--- src/rtl/pipelined_rca_pkg.sv ---
// Shared definitions for the pipelined ripple-carry adder/subtractor.
// Holds default sizing, the per-stage record layout and a carry-in helper.
package pipelined_rca_pkg;

    localparam int DEF_WIDTH  = 16;
    localparam int DEF_STAGES = 4;

    // Control part of a stage record; width independent.
    typedef struct packed {
        logic valid;
        logic sub;
        logic carry;
        logic ovf;
    } stage_ctl_t;

    // Full stage record at the default width: control, partial sum, and
    // the operands still to be consumed by later stages.
    typedef struct packed {
        stage_ctl_t               ctl;
        logic [DEF_WIDTH-1:0]     sum;
        logic [DEF_WIDTH-1:0]     a;
        logic [DEF_WIDTH-1:0]     b;
    } stage_t;

    // Subtraction is a + ~b + 1, so the first slice sees a forced carry.
    function automatic logic carry_in(input logic sub, input logic cin);
        return sub ? 1'b1 : cin;
    endfunction

endpackage

--- src/rtl/rca_slice.sv ---
// Combinational ripple-carry slice of W bits.
// Ports: a, b, cin in; sum, cout, carry_msb (carry into the top bit) out.
module rca_slice #(
    parameter int W = 4
) (
    input  logic [W-1:0] a,
    input  logic [W-1:0] b,
    input  logic         cin,
    output logic [W-1:0] sum,
    output logic         cout,
    output logic         carry_msb
);

    logic [W:0] c;

    always_comb begin
        c    = '0;
        sum  = '0;
        c[0] = cin;
        for (int i = 0; i < W; i++) begin
            sum[i]   = a[i] ^ b[i] ^ c[i];
            c[i+1]   = (a[i] & b[i]) | (c[i] & (a[i] ^ b[i]));
        end
    end

    assign cout      = c[W];
    assign carry_msb = c[W-1];

endmodule

--- src/rtl/pipelined_rca.sv ---
// Pipelined ripple-carry add/subtract with valid/ready flow control.
// Ports: clk, rst (async high); in_valid/in_ready, a, b, cin, sub;
// out_valid/out_ready, sum, cout (1 = no borrow on sub), ovf (signed).
module pipelined_rca
    import pipelined_rca_pkg::*;
#(
    parameter int WIDTH  = DEF_WIDTH,
    parameter int STAGES = DEF_STAGES
) (
    input  logic             clk,
    input  logic             rst,
    input  logic             in_valid,
    output logic             in_ready,
    input  logic [WIDTH-1:0] a,
    input  logic [WIDTH-1:0] b,
    input  logic             cin,
    input  logic             sub,
    output logic             out_valid,
    input  logic             out_ready,
    output logic [WIDTH-1:0] sum,
    output logic             cout,
    output logic             ovf
);

    localparam int SLICE = WIDTH / STAGES;

    if (WIDTH < 2) begin : g_bad_width
        $error("pipelined_rca: WIDTH must be at least 2");
    end

    if (STAGES < 1 || (WIDTH % STAGES) != 0) begin : g_bad_split
        $error("pipelined_rca: WIDTH must be a multiple of STAGES");
    end

    // Stage k holds an operation whose bits [0 .. (k+1)*SLICE-1] are done.
    // Operands travel with it so later slices need no input skew buffer.
    for (genvar k = 0; k < STAGES; k++) begin : g_stage
        stage_ctl_t       ctl_q;
        logic [WIDTH-1:0] sum_q;
        logic [WIDTH-1:0] a_q;
        logic [WIDTH-1:0] b_q;
        logic             take;

        logic             src_valid;
        logic             src_sub;
        logic             src_carry;
        logic [WIDTH-1:0] src_sum;
        logic [WIDTH-1:0] src_a;
        logic [WIDTH-1:0] src_b;

        logic [SLICE-1:0] sl_b;
        logic [SLICE-1:0] sl_sum;
        logic             sl_co;
        logic             sl_cm;
        logic [WIDTH-1:0] nxt_sum;

        if (k == 0) begin : g_src
            assign src_valid = in_valid;
            assign src_sub   = sub;
            assign src_carry = carry_in(sub, cin);
            assign src_sum   = '0;
            assign src_a     = a;
            assign src_b     = b;
        end else begin : g_src
            assign src_valid = g_stage[k-1].ctl_q.valid;
            assign src_sub   = g_stage[k-1].ctl_q.sub;
            assign src_carry = g_stage[k-1].ctl_q.carry;
            assign src_sum   = g_stage[k-1].sum_q;
            assign src_a     = g_stage[k-1].a_q;
            assign src_b     = g_stage[k-1].b_q;
        end

        // Inversion is done per slice so the raw b can ride along.
        assign sl_b = src_sub ? ~src_b[k*SLICE +: SLICE]
                              :  src_b[k*SLICE +: SLICE];

        rca_slice #(
            .W(SLICE)
        ) u_slice (
            .a        (src_a[k*SLICE +: SLICE]),
            .b        (sl_b),
            .cin      (src_carry),
            .sum      (sl_sum),
            .cout     (sl_co),
            .carry_msb(sl_cm)
        );

        always_comb begin
            nxt_sum                   = src_sum;
            nxt_sum[k*SLICE +: SLICE] = sl_sum;
        end

        // A stage loads when it is empty or its content moves on;
        // this chains back from the output so bubbles collapse.
        if (k == STAGES - 1) begin : g_take
            assign take = !ctl_q.valid || out_ready;
        end else begin : g_take
            assign take = !ctl_q.valid || g_stage[k+1].take;
        end

        always_ff @(posedge clk or posedge rst) begin
            if (rst) begin
                ctl_q <= '0;
                sum_q <= '0;
                a_q   <= '0;
                b_q   <= '0;
            end else if (take) begin
                ctl_q.valid <= src_valid;
                ctl_q.sub   <= src_sub;
                ctl_q.carry <= sl_co;
                // Only meaningful in the last stage, where the slice
                // contains the MSB.
                ctl_q.ovf   <= sl_co ^ sl_cm;
                sum_q       <= nxt_sum;
                a_q         <= src_a;
                b_q         <= src_b;
            end
        end
    end

    assign in_ready  = !rst && g_stage[0].take;
    assign out_valid = g_stage[STAGES-1].ctl_q.valid;
    assign sum       = g_stage[STAGES-1].sum_q;
    assign cout      = g_stage[STAGES-1].ctl_q.carry;
    assign ovf       = g_stage[STAGES-1].ctl_q.ovf;

endmodule

--- config.mk ---
export PLATFORM = sky130hd
export DESIGN_NAME = pipelined_rca
export DESIGN_NICKNAME = d
export VERILOG_FILES = /design/src/rtl/pipelined_rca_pkg.sv /design/src/rtl/rca_slice.sv /design/src/rtl/pipelined_rca.sv
export SDC_FILE = /design/constraint.sdc
export NUM_CORES = 1
export LEC_CHECK = 0
export ABC_AREA = 1
export CORE_ASPECT_RATIO = 0.9
export CORE_MARGIN = 2
export CORE_UTILIZATION = 55
export DETAILED_ROUTE_END_ITERATION = 10
export GPL_ROUTABILITY_DRIVEN = 0
export HOLD_SLACK_MARGIN = 0.08
export PLACE_DENSITY = 0.84
export SLEW_MARGIN = 0
export SYNTH_ARGS = -nofsm -noshare
export SYNTH_HDL_FRONTEND = slang
export SYNTH_HIERARCHICAL = 1
export SYNTH_SLANG_ARGS = --single-unit
--- constraint.sdc ---
create_clock -name clk -period 5 [get_ports clk]
set_clock_uncertainty 0.2 [all_clocks]
set_input_delay 1.5 -clock clk [delete_from_list [all_inputs] [get_ports clk]]
set_output_delay 1.5 -clock clk [all_outputs]
set_load 0.05 [all_outputs]
Word-level counts from Yosys, hierarchy flattened
Index checks and enable logic that the tools add are counted.
W data, S select, Z words.
- word-level logic and storage cells: 122
- input port bits: 38
- register bits: 148
- bitwise logic cells: 85
- mux-type cells: 5
- reduce and logical (&&, ||, !) cells: 10
- operators with widths (operator ; number):
    $xor A1 B1 Y1 ; 33
    $and A1 B1 Y1 ; 32
    $mux W4 ; 4
    $not A4 Y4 ; 4
    $or A1 B1 Y1 ; 16
    $logic_not A1 Y1 ; 5
    $logic_or A1 B1 Y1 ; 4
    $logic_and A1 B1 Y1 ; 1
    $mux W1 ; 1

Logic depth before layout (Yosys ltp)
Gate-level depths: netlist of run 1.
- word-level depth: 12
- depth in mapped cells: 10

Hierarchy
The synthesis of run 1 kept the hierarchy.
- modules (own cells, without submodules) (module ; area each (um^2) ; seq. area each (um^2) ; times used ; cells each):
    pipelined_rca ; 3962.6 ; 2502.4 ; 1 ; 438
    rca_slice ; 110.1 ; 0.0 ; 4 ; 12

Worst setup path after synthesis of run 1
OpenSTA, ideal clock, no wires.
- kind: input to output
- start point: input port out_ready
- end point: output port in_ready
- slack: 0.529 ns
- stages: 6
- arrival: 2.771 ns
- path through: inv_1 -> nand3_2 -> nor2_2 -> buf_4 -> buf_2 -> a21oi_1
- cells in the longest elaborated chain, start to end: 5
- ends and longest elaborated chain (what ; RTL line ; text):
    start: declaration ; pipelined_rca.sv:19 ; input logic out_ready,
    $logic_or A1 B1 Y1 ; pipelined_rca.sv:96 ; assign take = !ctl_q.valid || out_ready;
    $logic_or A1 B1 Y1 (3 in a row) ; pipelined_rca.sv:98 ; assign take = !ctl_q.valid || g_stage[k+1].take;
    $logic_and A1 B1 Y1 ; pipelined_rca.sv:121 ; assign in_ready = !rst && g_stage[0].take;
    end: declaration ; pipelined_rca.sv:13 ; output logic in_ready,
Every way passes these cells.

Worst setup path after layout of run 1
Same ends and word-level chain as after synthesis.

==> results.txt, run 1 <==
Commonest non-fill, non-tap cells in the layout: nand2_1 (219), dfrtp_1 (100), clkdlybuf4s50_1 (56), inv_1 (47), nand3_1 (30)
Area contributors post-synth: dfrtp_1 (57%), nand2_1 (19%), fa_1 (7.3%), inv_1 (4.1%), nand3_1 (3.4%)
Htree depth: 3
Post-Route Setup TNS: 0 ns
Outcome: complete, no violations
Final Cycle Share: 85.7%
Max Clk Rate: 233 MHz
Rel. slew slack: 47.1%
Mapped Nets: 540
Synth area leader: dfrtp_1
Later-pin clock latency in the skew report: 0.36 ns
Final non-filler cell area: 0.00524 mm^2
VDD IR-drop max: 0.205 mV
Num rows: 30
Pwr/cell area: 490 mW/mm^2
Core ar.: 0.00766 mm^2
Clk buf depth: 2
FF-to-FF path depth: 9
Fraction of layout cells with a size suffix above 1: 5.93%
Cts repair resizes: 0
RSZ-0062 raised after global routing: false
CP Buf/Inv Count: 3
Grt total ovfl: 0
Top cell family by delay on the critical path: buffers and inverters
Placed instance area: 0.00503 mm^2
R2R Path End: sum[15]
PortBufs: 57
Initial core utilization: 57.5%
P_leak: 2.74 nW
# diodes: 0
I/O pin count: 58
Drt pass-1 iters: 4
Setup-failing EPs final: 0
Reg2reg start: g_stage[3].src_sub
Vias: 3,107
Postcts setup bufs: 0
Post-synth top area share: 56.8%
Largest net degree at the start of global routing: 60
Worst slew pin tran: 0.792 ns
Crit-path cells: clkdlybuf4s50_1, inv_1, nand3_2, nor2_2, a21oi_1, buf_4
Worst stage delay on the critical path: 0.45 ns
Critical path required time: 3.30 ns
Final #Nets: 589
Reg clk slew, reported paths: 0.10 ns
Hold Fails Final Rpt: 0
Die height: 88.9 um
Worst Setup Start Kind: primary input
Num CTS Buffers: 9
Post-cts hold buffer count: 0
WHS Path Cells: 2
Wirelength, routed: 7.69 mm
Fill cells: 616
Worst path slowest cell: clkdlybuf4s50_1
Root buffer cell: clkbuf_8
Sink Count: 100
# DRC: 0
Critical path depth in cells: 6
Crit path capture type: output port
Hold_sp: sum[2]
Register area share after synthesis: 56.8%
Via/cell ratio: 4.89
Period minus WS final: 4.29 ns
#FFs+latches synth: 100
Vias in the first global route: 3,110
Critical path type: primary input to output port
Post-synth cell types: 17
Initial drt markers: 175
Overall global routing resource usage: 19.6%
Wire length of the first global-routing pass: 13.7 mm
CP max FO: 2
Commonest non-fill, non-tap cell in the layout: nand2_1
Syn Inst Count: 486
Netlist Area Pre-Place: 0.00440 mm^2
Die X: 98.3 um
Synth Area per Inst: 9.06 um^2
CTS tree: built
Min-delay worst type: flip-flop to flip-flop
Wire per inst: 12.1 um
Area delta synth->final: 19.0%
Max Slew Vio Count: 0
R2R setup slack: 2.32 ns
Post-DRT Antenna Nets: 0
Hold EP: sum[2]
Antenna violations before repair: 0
Yosys warning count: 6
HPWL Detailed: 5.34 mm
Data arrival, critical path: 2.59 ns
MaxCap Viol Count: 0
Die ar.: 0.00874 mm^2
[registers in the layout (all words and copies together) (netlist names)]
signal / cells
g_stage.sum_q: 24
g_stage.src_valid: 3
out_valid: 1
g_stage.src_carry: 3
g_stage.a_q: 24
ovf: 1
g_stage.b_q: 24
g_stage.src_sub: 3
cout: 1
sum: 16
[cell usage after synthesis]
| library cell | number |
|---|---|
| nand3_2 | 2 |
| dfrtp_1 | 100 |
| fa_1 | 16 |
| or2_2 | 3 |
| buf_4 | 2 |
| nand3_1 | 30 |
| nand2_1 | 219 |
| a21oi_1 | 1 |
| o21ai_0 | 17 |
| o21ai_1 | 4 |
| buf_2 | 5 |
| nand4_1 | 1 |
| xnor2_1 | 1 |
| nor2_2 | 2 |
| xor2_1 | 16 |
| clkbuf_1 | 19 |
| inv_1 | 48 |
[how the worst max path moves through the flow]
stage	start	to	slack (ns)
2_1_floorplan	out_ready	in_ready	0.53
3_3_place_gp	out_ready	in_ready	0.71
3_5_place_dp	sub	g_stage[0].sum_q[3]	0.71
4_1_cts	out_ready	in_ready	0.70
5_1_grt	out_ready	in_ready	0.64
6_report	out_ready	in_ready	0.71
[metal layers]
metal / vias up / global-route usage [%] / wire, um
met5: - / 0 / 0
met4: 0 / 3.61 / 17
met3: 2 / 5.06 / 458
met2: 84 / 34.1 / 3650
met1: 1468 / 25.5 / 3570
li1: 1553 / - / -
[where the power goes]
group	internal, mW	leakage [nW]	switching [mW]
combinational	0.328	1.44	0.571
clock	0.239	0.103	0.284
sequential	1.02	1.20	0.122
[metrics by stage]
| stage | utilization [%] | setup slack, ns | hold slack, ns | total power [mW] | cells |
|---|---|---|---|---|---|
| 4_1_cts | 68.4 | 0.704 | 0.282 | 2.59 | 636 |
| 5_1_grt | 68.4 | 0.638 | 0.302 | 2.75 | 636 |
| 3_5_place_dp | 65.8 | 0.705 | 0.257 | 2.06 | 620 |
| 3_3_place_gp | 65.8 | 0.709 | 0.252 | 2.02 | 620 |
| 6_report | 68.4 | 0.713 | 0.277 | 2.57 | 636 |
| 2_1_floorplan | - | 0.529 | 0.242 | 1.78 | 486 |
[cells by family after synthesis]
kind of cell / Yosys count / synth area share [%]
AOI/OAI and AO/OA: 22 / 2.50
adders and majority gates: 16 / 7.27
buffers and inverters: 74 / 6.62
DFF: 100 / 56.8
and+or+nand+nor: 257 / 23.4
xor gates and xnor gates: 17 / 3.38
[final cells by class]
cell class                 count  area [um^2]  area share (%)
inverter                      48          183            3.49
multi-input combinational    312         1610            30.7
clock inverter                 7         80.1            1.53
clock buffer                   9          124            2.36
sequential                   100         2500            47.8
tap                           96          120            2.29
timing repair buffer          64          621            11.8
[tightest hold or removal path: stages (launching register included)]
cell and delay, ns:
dfrtp_1 0.35, nand2_1 0.05, nand2_1 0.04
No activity file was read; power rests on OpenSTA's default activity.
==> run 2: changes to the inputs <==
Settings changed: GPL_TIMING_DRIVEN set to 1, REMOVE_ABC_BUFFERS set to 1.
==> results.txt, run 2 (synthesis results as in run 1) <==
VDD IR-drop max: 0.215 mV
Wire per inst: 12.2 um
Hold Fails Final Rpt: 0
Vias in the first global route: 3,027
RSZ-0062 raised after global routing: false
Grt total ovfl: 0
Commonest non-fill, non-tap cells in the layout: nand2_1 (219), dfrtp_1 (100), clkdlybuf4s50_1 (56), inv_1 (47), nand3_1 (30)
Wirelength, routed: 7.73 mm
CTS tree: built
Num CTS Buffers: 9
Final #Nets: 588
Initial drt markers: 251
Data arrival, critical path: 2.62 ns
Overall global routing resource usage: 19.7%
Clk buf depth: 2
Final core occ: 68.0%
Post-cts hold buffer count: 0
Worst Setup Start Kind: primary input
R2R setup slack: 2.33 ns
Vias: 3,118
Wire length of the first global-routing pass: 13.5 mm
Pwr/cell area: 483 mW/mm^2
Die ar.: 0.00874 mm^2
Min-delay worst type: flip-flop to flip-flop
Fill cells: 626
Area delta synth->final: 18.3%
Critical path required time: 3.30 ns
Sink Count: 100
Drt pass-1 iters: 4
Critical path type: primary input to output port
PortBufs: 57
Top Registers: g_stage.a_q (24), g_stage.b_q (24), g_stage.sum_q (24)
P_leak: 2.72 nW
CP max FO: 2
Die X: 98.3 um
HPWL Detailed: 5.40 mm
Post-Route Setup TNS: 0 ns
Setup-failing EPs final: 0
Max Clk Rate: 232 MHz
Max Slew Vio Count: 0
Die height: 88.9 um
Cts repair resizes: 0
MaxCap Viol Count: 0
# diodes: 0
Largest net degree at the start of global routing: 48
Design Power: 2.51 mW
Postcts setup bufs: 0
Initial core utilization: 57.5%
Crit path capture type: output port
Period minus WS final: 4.32 ns
Num rows: 30
Root buffer cell: clkbuf_8
Core ar.: 0.00766 mm^2
Reg clk slew, reported paths: 0.09 ns
Fraction of layout cells with a size suffix above 1: 5.21%
Via/cell ratio: 4.93
Commonest non-fill, non-tap cell in the layout: nand2_1
Rel. slew slack: 31.2%
Worst slew pin tran: 1.03 ns
Setup ws final: 0.681 ns
Final Cycle Share: 86.4%
Antenna violations before repair: 0
Htree depth: 3
Post-DRT Antenna Nets: 0
Dpl ws: 0.615 ns
Outcome: complete, no violations
I/O pin count: 58
# DRC: 0
Later-pin clock latency in the skew report: 0.35 ns
run 2: cell types whose count changed in the layout (fill, tap and decap cells not counted):
cell,delta
clkbuf_1,+1
inv_6,-3
inv_8,-1
buf_4,-1
clkinv_2,-1
clkinvlp_4,+2
run 2: cell type report:
type / count / area [um^2] / share of cell area (%)
Multi-Input combinational cell: 312 / 1610 / 30.9
Timing Repair Buffer: 63 / 613 / 11.8
Clock buffer: 10 / 128 / 2.45
Tap cell: 96 / 120 / 2.31
Sequential cell: 100 / 2500 / 48.1
Inverter: 48 / 183 / 3.51
Clock inverter: 4 / 52.6 / 1.01
run 2: worst max-delay path, cell delays in order:
cell and delay [ns]:
clkdlybuf4s50_1 0.43, inv_1 0.11, nand3_2 0.09, nor2_2 0.16, a21oi_1 0.09, buf_4 0.23
run 2: metrics by stage:
stage | hold slack [ns] | cells | instance area (um^2)
floorplan | 0.242 | 460 | 4290
global placement | 0.254 | 619 | 5030
detailed placement | 0.257 | 619 | 5030
CTS | 0.280 | 633 | 5210
global route | 0.296 | 633 | 5210
finish | 0.277 | 633 | 5210
run 2: power by group:
part	leakage, nW	internal, mW	switching (mW)
combinational	1.44	0.326	0.550
clock	0.0805	0.226	0.258
sequential	1.20	1.02	0.131
run 2: final timing paths:
check | start | to | cells past startpoint
max | out_ready | in_ready | 6
min reg2reg | sum[3] | sum[3] | 2
max reg2reg | g_stage[3].src_sub | sum[15] | 9
min in group asynchronous | rst | g_stage[0].a_q[8] | 2
max in group asynchronous | rst | g_stage[3].src_valid | 3
min | sum[3] | sum[3] | 2
run 2: per-layer routing:
metal  share of wire [%]  vias up  GRT usage [%]
li1                    -     1554              -
met1                  44     1473           25.3
met2                  49       78           33.8
met4                 1.6        0           7.22
met3                 4.6       13           4.19
met5                   0        -              0
==> run 3: changes to the inputs <==
Settings changed: PLACE_DENSITY 0.84 to 0.85, REMOVE_ABC_BUFFERS 1 to unset, SETUP_SLACK_MARGIN set to 0.5.
==> results.txt, run 3 (synthesis results as in run 1) <==
Outcome: complete, no violations
Setup-failing EPs final: 0
Final Cycle Share: 86.9%
Post-Route Setup TNS: 0 ns
Sw frac: 36.1%
Critical path type: primary input to output port
Comb pwr share: 33.9%
Die height: 88.9 um
Worst slew pin tran: 1.08 ns
Largest net degree at the start of global routing: 60
VDD IR-drop max: 0.251 mV
I/O pin count: 58
Reg clk slew, reported paths: 0.09 ns
Die X: 98.3 um
Clk buf depth: 2
Core ar.: 0.00766 mm^2
Routing usage on met1: 26.1%
Antenna violations before repair: 0
Data arrival, critical path: 2.65 ns
Most crowded layer after global routing: met2
Critical path required time: 3.30 ns
M3 GR Usage: 4.74%
Num rows: 30
Period minus WS final: 4.35 ns
Drt pass-1 iters: 4
Wire per inst: 12.6 um
Num CTS Buffers: 9
Post-DRT Antenna Nets: 0
Initial core utilization: 57.5%
Fraction of layout cells with a size suffix above 1: 5.19%
Min-delay worst type: flip-flop to flip-flop
R2R setup slack: 2.30 ns
Reg2reg start: g_stage[3].src_sub
P_leak: 2.75 nW
MaxCap Viol Count: 0
Clock share of power: 22.2%
Grt total ovfl: 0
Cts repair resizes: 0
Final #Nets: 588
Max Slew Vio Count: 0
# DRC: 0
FF-to-FF path depth: 9
Hold EP: sum[14]
Wirelength, routed: 7.98 mm
WHS Path Cells: 2
Seq pwr share: 43.8%
Pint: 1.69 mW
PortBufs: 57
Later-pin clock latency in the skew report: 0.35 ns
RSZ-0062 raised after global routing: false
Vias: 3,114
Fill cells: 591
Worst Setup Start Kind: primary input
Pwr/cell area: 502 mW/mm^2
Rel. slew slack: 28.2%
R2R Path End: sum[15]
Post-cts hold buffer count: 0
Via/cell ratio: 4.90
Area delta synth->final: 19.5%
Htree depth: 3
Overall global routing resource usage: 20.7%
Commonest non-fill, non-tap cells in the layout: nand2_1 (219), dfrtp_1 (100), clkdlybuf4s50_1 (56), inv_1 (47), nand3_1 (30)
Commonest non-fill, non-tap cell in the layout: nand2_1
Top Registers: g_stage.a_q (24), g_stage.b_q (24), g_stage.sum_q (24)
Crit path capture type: output port
Initial drt markers: 206
Hold_sp: sum[14]
Die ar.: 0.00874 mm^2
CTS tree: built
Vias in the first global route: 3,253
Sw power: 0.953 mW
Max Clk Rate: 230 MHz
Sink Count: 100
Postcts setup bufs: 0
Wire length of the first global-routing pass: 14.3 mm
Hold Fails Final Rpt: 0
HPWL Detailed: 5.61 mm
M2 GR Usage: 37.1%
Root buffer cell: clkbuf_8
Setup ws final: 0.654 ns
Dpl ws: 0.663 ns
# diodes: 0
CP max FO: 2
[run 3: changes by cell type in the layout (fill, tap and decap cells not counted), sizes merged]
cell / delta
clkbuf: +2
clkinvlp: -2
bufinv: +2
[run 3: worst max-delay path, cell delays in order]
cell             delay [ns]
clkdlybuf4s50_1        0.44
inv_1                  0.11
nand3_2                0.09
nor2_2                 0.17
a21oi_1                0.09
buf_4                  0.23
[run 3: power by group through the flow]
| stage | clock, mW | combinational (mW) | sequential, mW |
|---|---|---|---|
| floorplan | 0 | 0.424 | 1.35 |
| global placement | 0 | 0.864 | 1.16 |
| detailed placement | 0 | 0.902 | 1.17 |
| CTS | 0.605 | 0.907 | 1.16 |
| global route | 0.636 | 1.01 | 1.19 |
| finish | 0.586 | 0.896 | 1.16 |
[run 3: cell type report]
| class | count | area [um^2] | share of cell area [%] |
|---|---|---|---|
| well taps | 96 | 120 | 2.28 |
| flip-flops and latches | 100 | 2500 | 47.6 |
| multi-input cells | 312 | 1610 | 30.6 |
| inverters | 48 | 183 | 3.47 |
| clock inverters | 4 | 97.6 | 1.86 |
| repair buffers | 63 | 613 | 11.7 |
| clock buffers | 12 | 135 | 2.57 |
[run 3: worst max path at each step]
| stage | start | cells past startpoint | slack (ns) | endpoint |
|---|---|---|---|---|
| 6_report | out_ready | 6 | 0.65 | in_ready |
| 5_1_grt | out_ready | 6 | 0.60 | in_ready |
| 4_1_cts | out_ready | 6 | 0.66 | in_ready |
| 3_5_place_dp | sub | 10 | 0.66 | g_stage[0].sum_q[3] |
| 3_3_place_gp | out_ready | 6 | 0.68 | in_ready |
| 2_1_floorplan | out_ready | 6 | 0.53 | in_ready |
[run 3: layer usage]
layer	vias to the layer above	wire [um]
met5	-	0
met4	0	53
met3	8	425
met2	86	3940
met1	1469	3550
li1	1551	-
[run 3: per-stage QoR]
| stage | power (mW) | instance area (um^2) | hold WS (ns) | utilization (%) | instances |
|---|---|---|---|---|---|
| final | 2.64 | 5260 | 0.274 | 68.7 | 635 |
| after global routing | 2.83 | 5260 | 0.296 | 68.7 | 635 |
| after CTS | 2.67 | 5260 | 0.281 | 68.7 | 635 |
| after detailed placement | 2.08 | 5030 | 0.259 | 65.7 | 619 |
| after global placement | 2.02 | 5030 | 0.253 | 65.7 | 619 |
| after floorplan | 1.78 | 4400 | 0.242 | - | 486 |
